$ cat config.mk
export PLATFORM = sky130hd
export DESIGN_NAME = rst_sequencer_flat
export DESIGN_NICKNAME = d
export VERILOG_FILES = /design/src/rtl/rst_sequencer_if.sv /design/src/rtl/rst_sequencer.sv /design/src/flat_wrapper.sv
export SDC_FILE = /design/constraint.sdc
export NUM_CORES = 1
export LEC_CHECK = 0
export ABC_AREA = 1
export ABC_CLOCK_PERIOD_IN_PS = 1900
export CAP_MARGIN = 20
export CORE_AREA = 2 2 43 45
export DETAILED_ROUTE_END_ITERATION = 10
export DIE_AREA = 0 0 45 47
export PLACE_DENSITY = 0.73
export SYNTH_ARGS = -nofsm -noshare
export SYNTH_HDL_FRONTEND = slang
export SYNTH_SLANG_ARGS = --single-unit
$ cat constraint.sdc
create_clock -name clk -period 1.9 [get_ports clk]
set_input_delay 0.19 -clock clk [delete_from_list [all_inputs] [get_ports clk]]
set_output_delay 0.19 -clock clk [all_outputs]
set_load 0.02 [all_outputs]
$ cat src/rtl/rst_sequencer_if.sv
// Reset-sequencer control bundle: software re-reset request in, staged
// active-low resets and completion flag out.
interface rst_sequencer_if #(
    parameter int unsigned NUM_OUT = 3
);
    logic               sw_rst_req;
    logic [NUM_OUT-1:0] rst_out_n;
    logic               rst_done;

    modport master (
        output sw_rst_req,
        input  rst_out_n,
        input  rst_done
    );

    modport slave (
        input  sw_rst_req,
        output rst_out_n,
        output rst_done
    );
endinterface

$ cat src/rtl/rst_sequencer.sv
// Staged reset sequencer: asynchronous assert, synchronized release, hold
// period, then per-domain release in bit order with software re-reset.
module rst_sequencer #(
    parameter int unsigned SYNC_STAGES = 2,
    parameter int unsigned HOLD_CYCLES = 16,
    parameter int unsigned NUM_OUT     = 3,
    parameter int unsigned STAGGER     = 4
) (
    input  logic            clk,
    input  logic            rst_n,
    rst_sequencer_if.slave  bus
);
    localparam int unsigned CNT_MAX = (HOLD_CYCLES > STAGGER) ? HOLD_CYCLES : STAGGER;
    localparam int unsigned CNT_W   = (CNT_MAX > 1) ? $clog2(CNT_MAX) : 1;
    localparam int unsigned IDX_W   = $clog2(NUM_OUT + 1);

    localparam logic [CNT_W-1:0] HOLD_LAST = CNT_W'(HOLD_CYCLES - 1);
    localparam logic [CNT_W-1:0] STAG_LAST = CNT_W'(STAGGER - 1);
    localparam logic [IDX_W-1:0] IDX_LAST  = IDX_W'(NUM_OUT - 1);

    localparam logic [1:0] ST_SYNC    = 2'd0;
    localparam logic [1:0] ST_HOLD    = 2'd1;
    localparam logic [1:0] ST_RELEASE = 2'd2;
    localparam logic [1:0] ST_DONE    = 2'd3;

    logic [SYNC_STAGES-1:0] sync_chain_q, sync_chain_d;
    logic [1:0]             state_q, state_d;
    logic [CNT_W-1:0]       cnt_q, cnt_d;
    logic [IDX_W-1:0]       idx_q, idx_d;
    logic [NUM_OUT-1:0]     out_q, out_d;
    logic                   done_q, done_d;
    logic                   sync_q;

    assign sync_q        = sync_chain_q[SYNC_STAGES-1];
    assign bus.rst_out_n = out_q;
    assign bus.rst_done  = done_q;

    always_comb begin
        sync_chain_d = {sync_chain_q[SYNC_STAGES-2:0], 1'b1};
        state_d      = state_q;
        cnt_d        = cnt_q;
        idx_d        = idx_q;
        out_d        = out_q;
        done_d       = done_q;

        // Software request outranks every other transition except in SYNC.
        if (state_q != ST_SYNC && bus.sw_rst_req) begin
            out_d   = '0;
            done_d  = 1'b0;
            state_d = ST_HOLD;
            cnt_d   = '0;
            idx_d   = '0;
        end else begin
            case (state_q)
                ST_SYNC: begin
                    if (sync_q) begin
                        state_d = ST_HOLD;
                        cnt_d   = '0;
                    end
                end
                ST_HOLD: begin
                    if (cnt_q == HOLD_LAST) begin
                        out_d[0] = 1'b1;
                        cnt_d    = '0;
                        idx_d    = IDX_W'(1);
                        if (NUM_OUT == 1) begin
                            state_d = ST_DONE;
                            done_d  = 1'b1;
                        end else begin
                            state_d = ST_RELEASE;
                        end
                    end else begin
                        cnt_d = cnt_q + 1'b1;
                    end
                end
                ST_RELEASE: begin
                    if (cnt_q == STAG_LAST) begin
                        cnt_d = '0;
                        idx_d = idx_q + 1'b1;
                        for (int unsigned i = 0; i < NUM_OUT; i++) begin
                            if (idx_q == IDX_W'(i)) out_d[i] = 1'b1;
                        end
                        if (idx_q == IDX_LAST) begin
                            state_d = ST_DONE;
                            done_d  = 1'b1;
                        end
                    end else begin
                        cnt_d = cnt_q + 1'b1;
                    end
                end
                default: begin
                end
            endcase
        end
    end

    always_ff @(posedge clk or negedge rst_n) begin
        if (!rst_n) begin
            sync_chain_q <= '0;
            state_q      <= ST_SYNC;
            cnt_q        <= '0;
            idx_q        <= '0;
            out_q        <= '0;
            done_q       <= 1'b0;
        end else begin
            sync_chain_q <= sync_chain_d;
            state_q      <= state_d;
            cnt_q        <= cnt_d;
            idx_q        <= idx_d;
            out_q        <= out_d;
            done_q       <= done_d;
        end
    end
endmodule

$ cat src/flat_wrapper.sv
// flat-port wrapper written by rule: the top's interface ports become plain ports
module rst_sequencer_flat 
#(
    parameter int unsigned SYNC_STAGES = 2,
    parameter int unsigned HOLD_CYCLES = 16,
    parameter int unsigned NUM_OUT     = 3,
    parameter int unsigned STAGGER     = 4
)
  (clk, rst_n, bus_sw_rst_req, bus_rst_out_n, bus_rst_done);
  rst_sequencer_if #(.NUM_OUT(NUM_OUT)) bus_i ();
  input  logic clk;
  input  logic rst_n;
  input wire logic [$bits(bus_i.sw_rst_req)-1:0] bus_sw_rst_req;
  output wire logic [$bits(bus_i.rst_out_n)-1:0] bus_rst_out_n;
  output wire logic [$bits(bus_i.rst_done)-1:0] bus_rst_done;
  assign bus_i.sw_rst_req = bus_sw_rst_req;
  assign bus_rst_out_n = bus_i.rst_out_n;
  assign bus_rst_done = bus_i.rst_done;
  rst_sequencer #(.SYNC_STAGES(SYNC_STAGES), .HOLD_CYCLES(HOLD_CYCLES), .NUM_OUT(NUM_OUT), .STAGGER(STAGGER)) u_core (.clk(clk), .rst_n(rst_n), .bus(bus_i));
endmodule
==> flow_summary.json <==
{
  "max_stage_delay_ns": 0.45,
  "syn_to_final_growth_pct": 11.6,
  "die_x_um": 45,
  "ant_nets": 0,
  "p_leak_nw": 0.520,
  "die_y_um": 47,
  "layout_common_cells": "nand2_1 (31), inv_1 (13), dfrtp_1 (13), nand3_1 (9), ha_1 (9)",
  "post-route-util": 0.581,
  "relSlewSlack": 0.609,
  "diodes": 0,
  "wire_per_inst_um": 11.5,
  "drive_gt1_frac": 0.181,
  "syn-num-nets": 119,
  "max_freq_ghz": 0.647,
  "ys_warn_count": 0,
  "layout_commonest_cell": "nand2_1",
  "drtPass1Iterations": 6,
  "root_buffer": "clkbuf_4",
  "status": "complete, no violations",
  "num_rows": 15,
  "powerDensity_nw_per_um2": 1540,
  "ios": 7,
  "cp_cell_sequence": "inv_1 -> ha_1 -> nor2_1 -> nand3_2 -> nand2_4 -> inv_2 -> nand2_1 -> nand2_1 -> nand2_1 -> inv_1",
  "fillers": 150,
  "r2r_slack_ns": 0.35,
  "worstPathMaxFanout": 6,
  "power.total_mw": 1.48,
  "place_congestion": 0.807,
  "drt-initial-drc-count": 15,
  "grt_use_total": 0.176,
  "rsz0062_at_grt": "no",
  "synth_area_um2": 860,
  "ff2ff_path_depth": 10,
  "cts_inserted_buffers": 3,
  "grt_pass1_vias": 623,
  "drcViolationCount": 0,
  "period_share": 0.813,
  "portBuffers": 6,
  "path_clk_slew_ns": 0.08,
  "period_minus_slack_ns": 1.55,
  "synth_seq_area_share": 0.378,
  "crit_path_top_delay_cell": "dfrtp_1",
  "end_kind": "register",
  "cp_top_family": "simple AND/OR/NAND/NOR gates",
  "slew_violations": 0,
  "drt-vias-per-instance": 5.02,
  "grt_pass1_wl_mm": 2.72,
  "cts_buffer_depth": 2,
  "synth_cell_types": 18,
  "num_vias": 668,
  "final-setup-viol-count": 0,
  "initial_core_util": 0.520,
  "drv_cap": 0,
  "reg2reg_from": "u_core.state_q[0]$_DFFE_PN0P_",
  "ctsHoldBuffers": 0,
  "insertion_delay_ns": 0.27,
  "min_path_type": "input pin to async pin",
  "layout.nets": 129,
  "grt_overflow": 0,
  "critPathRequiredTime_ns": 2.07,
  "worstSetupPathType": "register to register",
  "synthCells": 107,
  "cts_resized": 0,
  "finalSetupTns_ns": 0,
  "synth_area_per_cell_um2": 8.03,
  "crit_top_cell": "nand2_1",
  "synth_seq_cells": 13,
  "antenna_found_initial": 0,
  "arrival_ns": 1.72,
  "tritoncts": "yes",
  "tightest_slew_ns": 0.585,
  "post_cts_buffers": 0,
  "core_area_um2": 1650,
  "grt_max_degree": 14,
  "finClkSkew_ns": 0.00569,
  "worstReg2RegEnd": "u_core.cnt_q[2]$_DFFE_PN0P_",
  "ir_drop_v": 0.000849,
  "hpwlAfterDp_mm": 1.23,
  "hold_viol": 0,
  "htreeDepth": 1,
  "dieArea_um2": 2120,
  "routed_wl_mm": 1.53,
  "cp-start-kind": "register",
  "path_buf_inv": 3,
  "clock_sinks": 13
}
-- cell families after synthesis --
family	after synthesis	share of synthesized area
other cells	1	0.00436
compound gates	5	0.0291
fa+ha+maj	9	0.131
xor+xnor	1	0.0102
buf+inv	18	0.0830
flops	13	0.378
simple gates	60	0.364
-- how the worst max path moves through the flow --
stage          slack, ns                          start  depth (start not counted)                          end
2_1_floorplan       0.53  u_core.state_q[0]$_DFFE_PN0P_                         10  u_core.cnt_q[2]$_DFFE_PN0P_
3_3_place_gp        0.42  u_core.state_q[0]$_DFFE_PN0P_                         10  u_core.cnt_q[2]$_DFFE_PN0P_
3_5_place_dp        0.35  u_core.state_q[0]$_DFFE_PN0P_                         10  u_core.cnt_q[2]$_DFFE_PN0P_
4_1_cts             0.34  u_core.state_q[0]$_DFFE_PN0P_                         10  u_core.cnt_q[2]$_DFFE_PN0P_
5_1_grt             0.19  u_core.state_q[0]$_DFFE_PN0P_                         10  u_core.cnt_q[2]$_DFFE_PN0P_
6_report            0.35  u_core.state_q[0]$_DFFE_PN0P_                         10  u_core.cnt_q[2]$_DFFE_PN0P_
-- through the flow --
stage,cells,hold slack [ns],instance area [um2],worst slack (ns)
6_report,133,0.288,960,0.354
5_1_grt,133,0.347,960,0.185
4_1_cts,133,0.308,960,0.335
3_5_place_dp,129,0.341,933,0.353
3_3_place_gp,129,0.333,933,0.421
2_1_floorplan,107,-0.106,860,0.529
-- report_power, final --
| part | switching (mW) | internal [mW] |
|---|---|---|
| Sequential | 0.0626 | 0.350 |
| Combinational | 0.571 | 0.328 |
| Clock | 0.0850 | 0.0811 |
-- per-layer routing --
metal	global-route usage	share of wire	vias to the layer above
li1	-	-	342
met1	0.228	0.46	312
met4	0.0529	0.0033	0
met5	0	0	-
met3	0.0231	0.026	2
met2	0.309	0.51	12
-- sequential cells by signal, indices dropped and copies added (netlist names) --
signal	flops
u_core.bus.rst_out_n	3
u_core.cnt_q	4
u_core.idx_q	2
u_core.state_q	2
u_core.sync_chain_q	2
-- area by class of cell --
cell class | instances | area (um2) | area share
clock buffer | 4 | 26.3 | 0.0274
inverter | 17 | 63.8 | 0.0665
multi-input combinational | 76 | 463 | 0.482
sequential | 13 | 325 | 0.339
tap | 17 | 21.3 | 0.0222
timing repair buffer | 6 | 60.1 | 0.0626
-- synthesized netlist by cell type (all sizes together) --
cell type	number	share of area
nor2	9	0.057
o21ai	2	0.012
dfrtp	13	0.38
nand2	39	0.22
nand3	11	0.076
conb	1	0.0044
a21oi	3	0.017
nand3b	1	0.0087
xor2	1	0.010
inv	17	0.074
ha	9	0.13
buf	1	0.0087
(Power assumes the default switching activity.)
